==> src/rtl/vga_timing_gen.sv <==
// Raster timing generator: pixel/line counters with registered sync, data-enable,
// line/frame strobes and a frame counter, all advanced by a pixel clock enable.
module vga_timing_gen #(
  parameter int   H_ACTIVE  = 640,
  parameter int   H_FP      = 16,
  parameter int   H_SYNC    = 96,
  parameter int   H_BP      = 48,
  parameter int   V_ACTIVE  = 400,
  parameter int   V_FP      = 12,
  parameter int   V_SYNC    = 2,
  parameter int   V_BP      = 35,
  parameter logic HSYNC_POL = 1'b0,
  parameter logic VSYNC_POL = 1'b1,
  parameter int   H_W       = 10,
  parameter int   V_W       = 9,
  parameter int   FRAME_W   = 8
) (
  input  logic               clk25,
  input  logic               reset_n,
  input  logic               ce,
  output logic [H_W-1:0]     horizontal,
  output logic [V_W-1:0]     vertical,
  output logic               hsync,
  output logic               vsync,
  output logic               de,
  output logic               line_start,
  output logic               frame_start,
  output logic [FRAME_W-1:0] frame_cnt
);

  localparam int H_TOTAL = H_ACTIVE + H_FP + H_SYNC + H_BP;
  localparam int V_TOTAL = V_ACTIVE + V_FP + V_SYNC + V_BP;

  localparam logic [H_W-1:0] H_LAST     = H_W'(H_TOTAL - 1);
  localparam logic [H_W-1:0] H_DE_END   = H_W'(H_ACTIVE);
  localparam logic [H_W-1:0] H_SYNC_BEG = H_W'(H_ACTIVE + H_FP);
  localparam logic [H_W-1:0] H_SYNC_END = H_W'(H_ACTIVE + H_FP + H_SYNC);

  localparam logic [V_W-1:0] V_LAST     = V_W'(V_TOTAL - 1);
  localparam logic [V_W-1:0] V_DE_END   = V_W'(V_ACTIVE);
  localparam logic [V_W-1:0] V_SYNC_BEG = V_W'(V_ACTIVE + V_FP);
  localparam logic [V_W-1:0] V_SYNC_END = V_W'(V_ACTIVE + V_FP + V_SYNC);

  logic [H_W-1:0] h_nxt;
  logic [V_W-1:0] v_nxt;
  logic           h_wrap;
  logic           v_wrap;
  logic           h_sync_win;
  logic           v_sync_win;
  logic           de_nxt;

  // Region decode works on the next counter values so the registered sync/de
  // line up with the counters shown in the same cycle.
  always_comb begin
    h_wrap = (horizontal == H_LAST);
    v_wrap = (vertical == V_LAST);
    h_nxt  = h_wrap ? '0 : horizontal + 1'b1;
    v_nxt  = vertical;
    if (h_wrap) begin
      v_nxt = v_wrap ? '0 : vertical + 1'b1;
    end
    h_sync_win = (h_nxt >= H_SYNC_BEG) && (h_nxt < H_SYNC_END);
    v_sync_win = (v_nxt >= V_SYNC_BEG) && (v_nxt < V_SYNC_END);
    de_nxt     = (h_nxt < H_DE_END) && (v_nxt < V_DE_END);
  end

  always_ff @(posedge clk25 or negedge reset_n) begin
    if (!reset_n) begin
      horizontal  <= H_LAST;
      vertical    <= V_LAST;
      hsync       <= ~HSYNC_POL;
      vsync       <= ~VSYNC_POL;
      de          <= 1'b0;
      line_start  <= 1'b0;
      frame_start <= 1'b0;
      frame_cnt   <= '0;
    end else begin
      // Strobes are single-cycle: they drop on the next edge even with ce low.
      line_start  <= ce & h_wrap;
      frame_start <= ce & h_wrap & v_wrap;
      if (ce) begin
        horizontal <= h_nxt;
        vertical   <= v_nxt;
        hsync      <= h_sync_win ? HSYNC_POL : ~HSYNC_POL;
        vsync      <= v_sync_win ? VSYNC_POL : ~VSYNC_POL;
        de         <= de_nxt;
        if (h_wrap && v_wrap) begin
          frame_cnt <= frame_cnt + 1'b1;
        end
      end
    end
  end

endmodule

==> config.mk <==
export PLATFORM = sky130hd
export DESIGN_NAME = vga_timing_gen
export DESIGN_NICKNAME = d
export VERILOG_FILES = /design/src/rtl/vga_timing_gen.sv
export SDC_FILE = /design/constraint.sdc
export NUM_CORES = 1
export LEC_CHECK = 0
export BUFFER_PORTS_ARGS = -buffer_cell sky130_fd_sc_hd__buf_4
export CAP_MARGIN = 30
export CORE_UTILIZATION = 45
export DETAILED_ROUTE_END_ITERATION = 7
export MAX_ROUTING_LAYER = met4
export PLACE_DENSITY_LB_ADDON = 0.08
export SYNTH_ARGS = -nofsm -noshare
export SYNTH_HDL_FRONTEND = slang
export SYNTH_SLANG_ARGS = --single-unit
==> constraint.sdc <==
create_clock -name clk25 -period 2.8 [get_ports clk25]
set_input_delay 0.14 -clock clk25 [delete_from_list [all_inputs] [get_ports clk25]]
set_output_delay 0.14 -clock clk25 [all_outputs]
set_load 0.05 [all_outputs]
# [Yosys cells after proc, flatten, opt, wreduce, memory -nomap -nowiden]
# Index checks and enable logic that the tools add are counted.
[classes] add_sub_neg=3 magnitude_cmp=6 eq_ne=2 muxes=5 n_bitwise=2 reduce_logical=5
[ops] operator="10-bit less-than comparator (second input constant)" n=2
[ops] operator="9-bit less-than comparator (second input constant)" n=2
[ops] operator="9-bit 2-to-1 mux" n=2
[ops] operator="10-bit by 1-bit adder with 10-bit output (second input constant)" n=1
[ops] operator="10-bit == test (second input constant)" n=1
[ops] operator="10-bit >= comparator (second input constant)" n=1
[ops] operator="10-bit 2-to-1 mux" n=1
[ops] operator="9-bit by 1-bit adder with 9-bit output (second input constant)" n=1
[ops] operator="9-bit == test (second input constant)" n=1
[ops] operator="9-bit >= comparator (second input constant)" n=1
[ops] operator="8-bit by 1-bit adder with 8-bit output (second input constant)" n=1
[ops] operator="1-bit logical AND" n=4
[ops] operator="1-bit AND" n=2
[ops] operator="1-bit 2-to-1 mux" n=2
[ops] operator="2-bit AND reduction" n=1
[totals] register_bits=32 in_bits=3 out_inout_bits=32 wordCells=31

# [Logic depth before layout (Yosys ltp)]
[logic_depth] ltp_word=6 depth_mapped=8

# [Worst setup path after synthesis]
# OpenSTA, ideal clock, no wires.
[synth_path] path_kind="register to register" start="reg horizontal[0]" end="reg vertical[5]" setup_time_ps=70 arrival_time_ps=2295 t_required_ps=2730 setup_slack_ps=436 stages_incl_launch_ff=9 period_less_slack_ps=2364 path_cell_list="dfstp_2 ha_1 and4_1 buf_2 and3_1 buf_4 nand2_2 or4_1 nand3_1"
[synth_between] elab_chain_len=2
[synth_rtl] element="start, declared" line_no="21" source="output logic [H_W-1:0] horizontal,"
[synth_rtl] element="start signal, assigned" line_no="82" source="horizontal <= h_nxt;"
[synth_rtl] element="10-bit == test" line_no="55" source="h_wrap = (horizontal == H_LAST);"
[synth_rtl] element="9-bit 2-to-1 mux" line_no="59" source="if (h_wrap) begin"
[synth_rtl] element="end signal, assigned" line_no="83" source="vertical <= v_nxt;"
[synth_rtl] element="end, declared" line_no="22" source="output logic [V_W-1:0] vertical,"
# Every way passes these cells.
# A chain may end at the register's enable or synchronous reset.

# [Final worst setup path]
# Same ends and word-level chain as after synthesis.

==> metrics list <==
- Total length of routed wires: 4680 microns
* Post-route design area: 0.00235 sq mm
- Reg clk slew, reported paths: 0.07 ns
- After floorplanning, the core was divided into 23 placement rows.
* Type of element capturing the critical path: flop
* Status: completed
* Number of optimization iterations in the first detailed-route pass: 4
* Initial standard-cell utilization of the core: 48.1%
- Master cell of the clock root buffer: clkbuf_8
- The average instance in the mapped netlist occupies 9.38 sq um.
* Global-route wire length before repair: 7670 microns
- Sequential cells were found to cover 41.2% of the synthesized design area.
- The clock passes through at most 2 buffers.
* Buf/Inv on CP: 0
- The biggest area contributor in the post-synthesis netlist is dfrtp_1.
* Distinct cell type count of the synthesized netlist: 57
- After detailed routing, the number of remaining DRC violations is 0.
* Share of final-layout standard cells stronger than drive strength 1: 26.1%
- Synthesis warning total: 0
- The share of synthesized area in the top cell type comes to 26.5%.
- Buffers added to address setup during post-CTS repair amount to 0.
* Antenna violations before repair: 0
- Timing would allow up to 420 MHz.
- In this run the remaining antenna-violating nets after routing total 0.
* Leading post-synthesis cells by cell area: dfrtp_1, dfstp_2, nand2_1
- Vias in the first global route: 1617
* Async set-or-reset flop fraction in the synthesized netlist: 100%
- In the post-route analysis, the smallest setup slack over all paths is 0.421 ns.
- For this design, the slowest cell found on the critical path is dfstp_2.
* Layout-stage area growth over the synthesis result: 18.9%
* VDD IR-drop max: 0.287 mV
- The worst setup path is of the reg -> reg kind.
* Final weighted congestion in routability-driven placement: 0.913
* Required time at the worst-slack endpoint: 3.02 ns
- Io pins: 35
- Slew at the pin closest to its max-slew limit: 0.449 ns
* Worst max-slew margin expressed relative to the limit: 70.0%
* Pre-CTS worst setup slack: 0.462 ns
- Setup TNS: 0 ns
- Standard cell area after detailed placement: 0.00223 sq mm
* Final Skew: 0.00686 ns
- CP max stage delay: 0.59 ns
- The cell family contributing the most delay on the critical path is simple AND/OR/NAND/NOR gates.
- Quantity of I/O buffers inserted on ports: 34
* Number of inserted diodes: 0
- The final layout contains 248 nets.
- EDFF count, synth: 0
* Number of buffers created by CTS: 5
- The floorplan step defined a die boundary enclosing 0.00467 sq mm.
- Entering global routing, the biggest net connects 33 pins.
- Synthesized net count: 219
- The H-tree was split into 2 levels.
- The number of pins exceeding their max-slew limit in the final report was 0.
- Among all flip-flop cells after synthesis, the most frequent one is dfrtp_1.
- CTS sink count: 32
- For this block, the via count after detailed routing is 1734.
- Top fanout value on the critical path: 9
- Number of violations reported at the end of detailed-routing iteration 0: 123
- In the post-synthesis netlist, the cell with the most instances is nand2_1.
* Shortest clock period the worst path allows after layout: 2.38 ns
- Post-Place Cells: 282
- Core region area: 0.00412 sq mm
- After technology mapping, the gate count stands at 211.
* Dpl hpwl: 3310 microns
- In the global route stage, overall resource usage came out at 23.1%.
- Routed wire per std cell: 16.1 microns
* Cells traversed along the worst timing path: ha_1 > and4_1 > and3_1 > nand2_2 > or4_1 > nand3_1
- Clock latency on the worst-skew pair: 0.28 ns
- Cells fill 57.2% of the core in the end.
* Hold Slack: 0.235 ns
* Grt ovf: 0
- After detailed routing, the number of vias per cell comes to 5.96.
* Launching element type of the critical path: flop
* Share of the clock period used by the worst path: 85.0%
- Number of register bits inferred by synthesis: 32
- Setup violations remaining at the end of the flow were counted as 0.
- TritonCTS built the clock tree.
* Static leakage power: 1.08 nW
* Count of maximum capacitance violations: 0
- Leading post-synthesis cells by instance count: nand2_1, dfrtp_1, nand3_1, o21ai_0, dfstp_2
- Pwr per Cell Area: 711 mW/mm^2
- Total power for the finished layout comes to 1.67 mW.
* Die boundary height: 68.3 microns
* Cell area after technology mapping: 0.00198 sq mm
- Width of the die: 68.3 microns
- In this run the worst hold path is classified as in -> reg.
- Setup repair after global routing missed its margin: false
* Number of endpoints with negative hold slack in the final report: 0
- Number of cells in the finished layout apart from fillers: 291
- Data arrives at the worst endpoint at 2.60 ns.
[where the power goes]
group          leakage, nW  total [mW]  switching, mW  internal [mW]
Combinational        0.640       0.558          0.389          0.169
Clock               0.0541       0.439          0.176          0.263
Sequential           0.390       0.677          0.126          0.550
[final cells by class]
cell class                 count  area (sq um)
timing repair buffer          36           273
clock inverter                 3          42.5
fill                         376          1760
inverter                       9          33.8
tap                           50          62.6
multi-input combinational    156          1060
sequential                    32           815
clock buffer                   5          68.8
[state kept, by name (all words and copies together) (netlist names)]
name	cells
de	1
hsync	1
horizontal	10
frame_start	1
line_start	1
vsync	1
frame_cnt	8
vertical	9
[per-layer routing]
layer / global-route usage [%] / share of wire, %
met4: 9.38 / 1.0
met3: 5.33 / 5.1
met2: 37.3 / 51
met5: - / 0
met1: 27.7 / 43
[layout by cell type, fill, tap and decap left out, types with 8 or more instances in the layout]
cell type | synthesis | layout
buf_4 | 1 | 35
nand2_1 | 24 | 24
dfrtp_1 | 21 | 21
nand3_1 | 13 | 13
o21ai_0 | 13 | 13
dfstp_2 | 11 | 11
nor2_1 | 10 | 10
inv_1 | 9 | 9
xnor2_1 | 8 | 8
[worst register-to-register path: cells and delay by family, from the launching register on]
kind	cells	cell delay (ns)
adder cells (fa/ha/maj)	1	0.25
AND/OR/NAND/NOR	5	1.47
flip-flops	1	0.59
[kinds of logic after synthesis]
| family | Yosys count | synth area share [%] |
|---|---|---|
| XOR/XNOR | 14 | 6.19 |
| flip-flops | 32 | 41.2 |
| AND/OR/NAND/NOR | 87 | 25.8 |
| multiplexers | 7 | 3.73 |
| adder cells (fa/ha/maj) | 5 | 3.16 |
| buffers and inverters | 23 | 5.37 |
| AO/OA/AOI/OAI | 43 | 14.6 |
[path summary, 6_finish.rpt]
path	start	end	slack [ns]	cells past startpoint
worst min register to register	frame_cnt[7]$_DFFE_PN0P_	frame_cnt[7]$_DFFE_PN0P_	0.47	1
min in group asynchronous	reset_n	frame_cnt[7]$_DFFE_PN0P_	0.32	2
worst min-delay path	ce	vertical[8]$_DFFE_PN1P_	0.24	2
worst max-delay path	horizontal[0]$_DFFE_PN1P_	vertical[5]$_DFFE_PN0P_	0.42	6
max in group asynchronous	reset_n	horizontal[1]$_DFFE_PN1P_	2.14	2
worst max register to register	horizontal[0]$_DFFE_PN1P_	vertical[5]$_DFFE_PN0P_	0.42	6
[repair_timing]
item / in CTS / in global routing
resized for setup: 0 / 0
hold endpoints to repair: 21 / 0
hold buffers: 1 / 0
No activity file was read; power rests on OpenSTA's default activity.
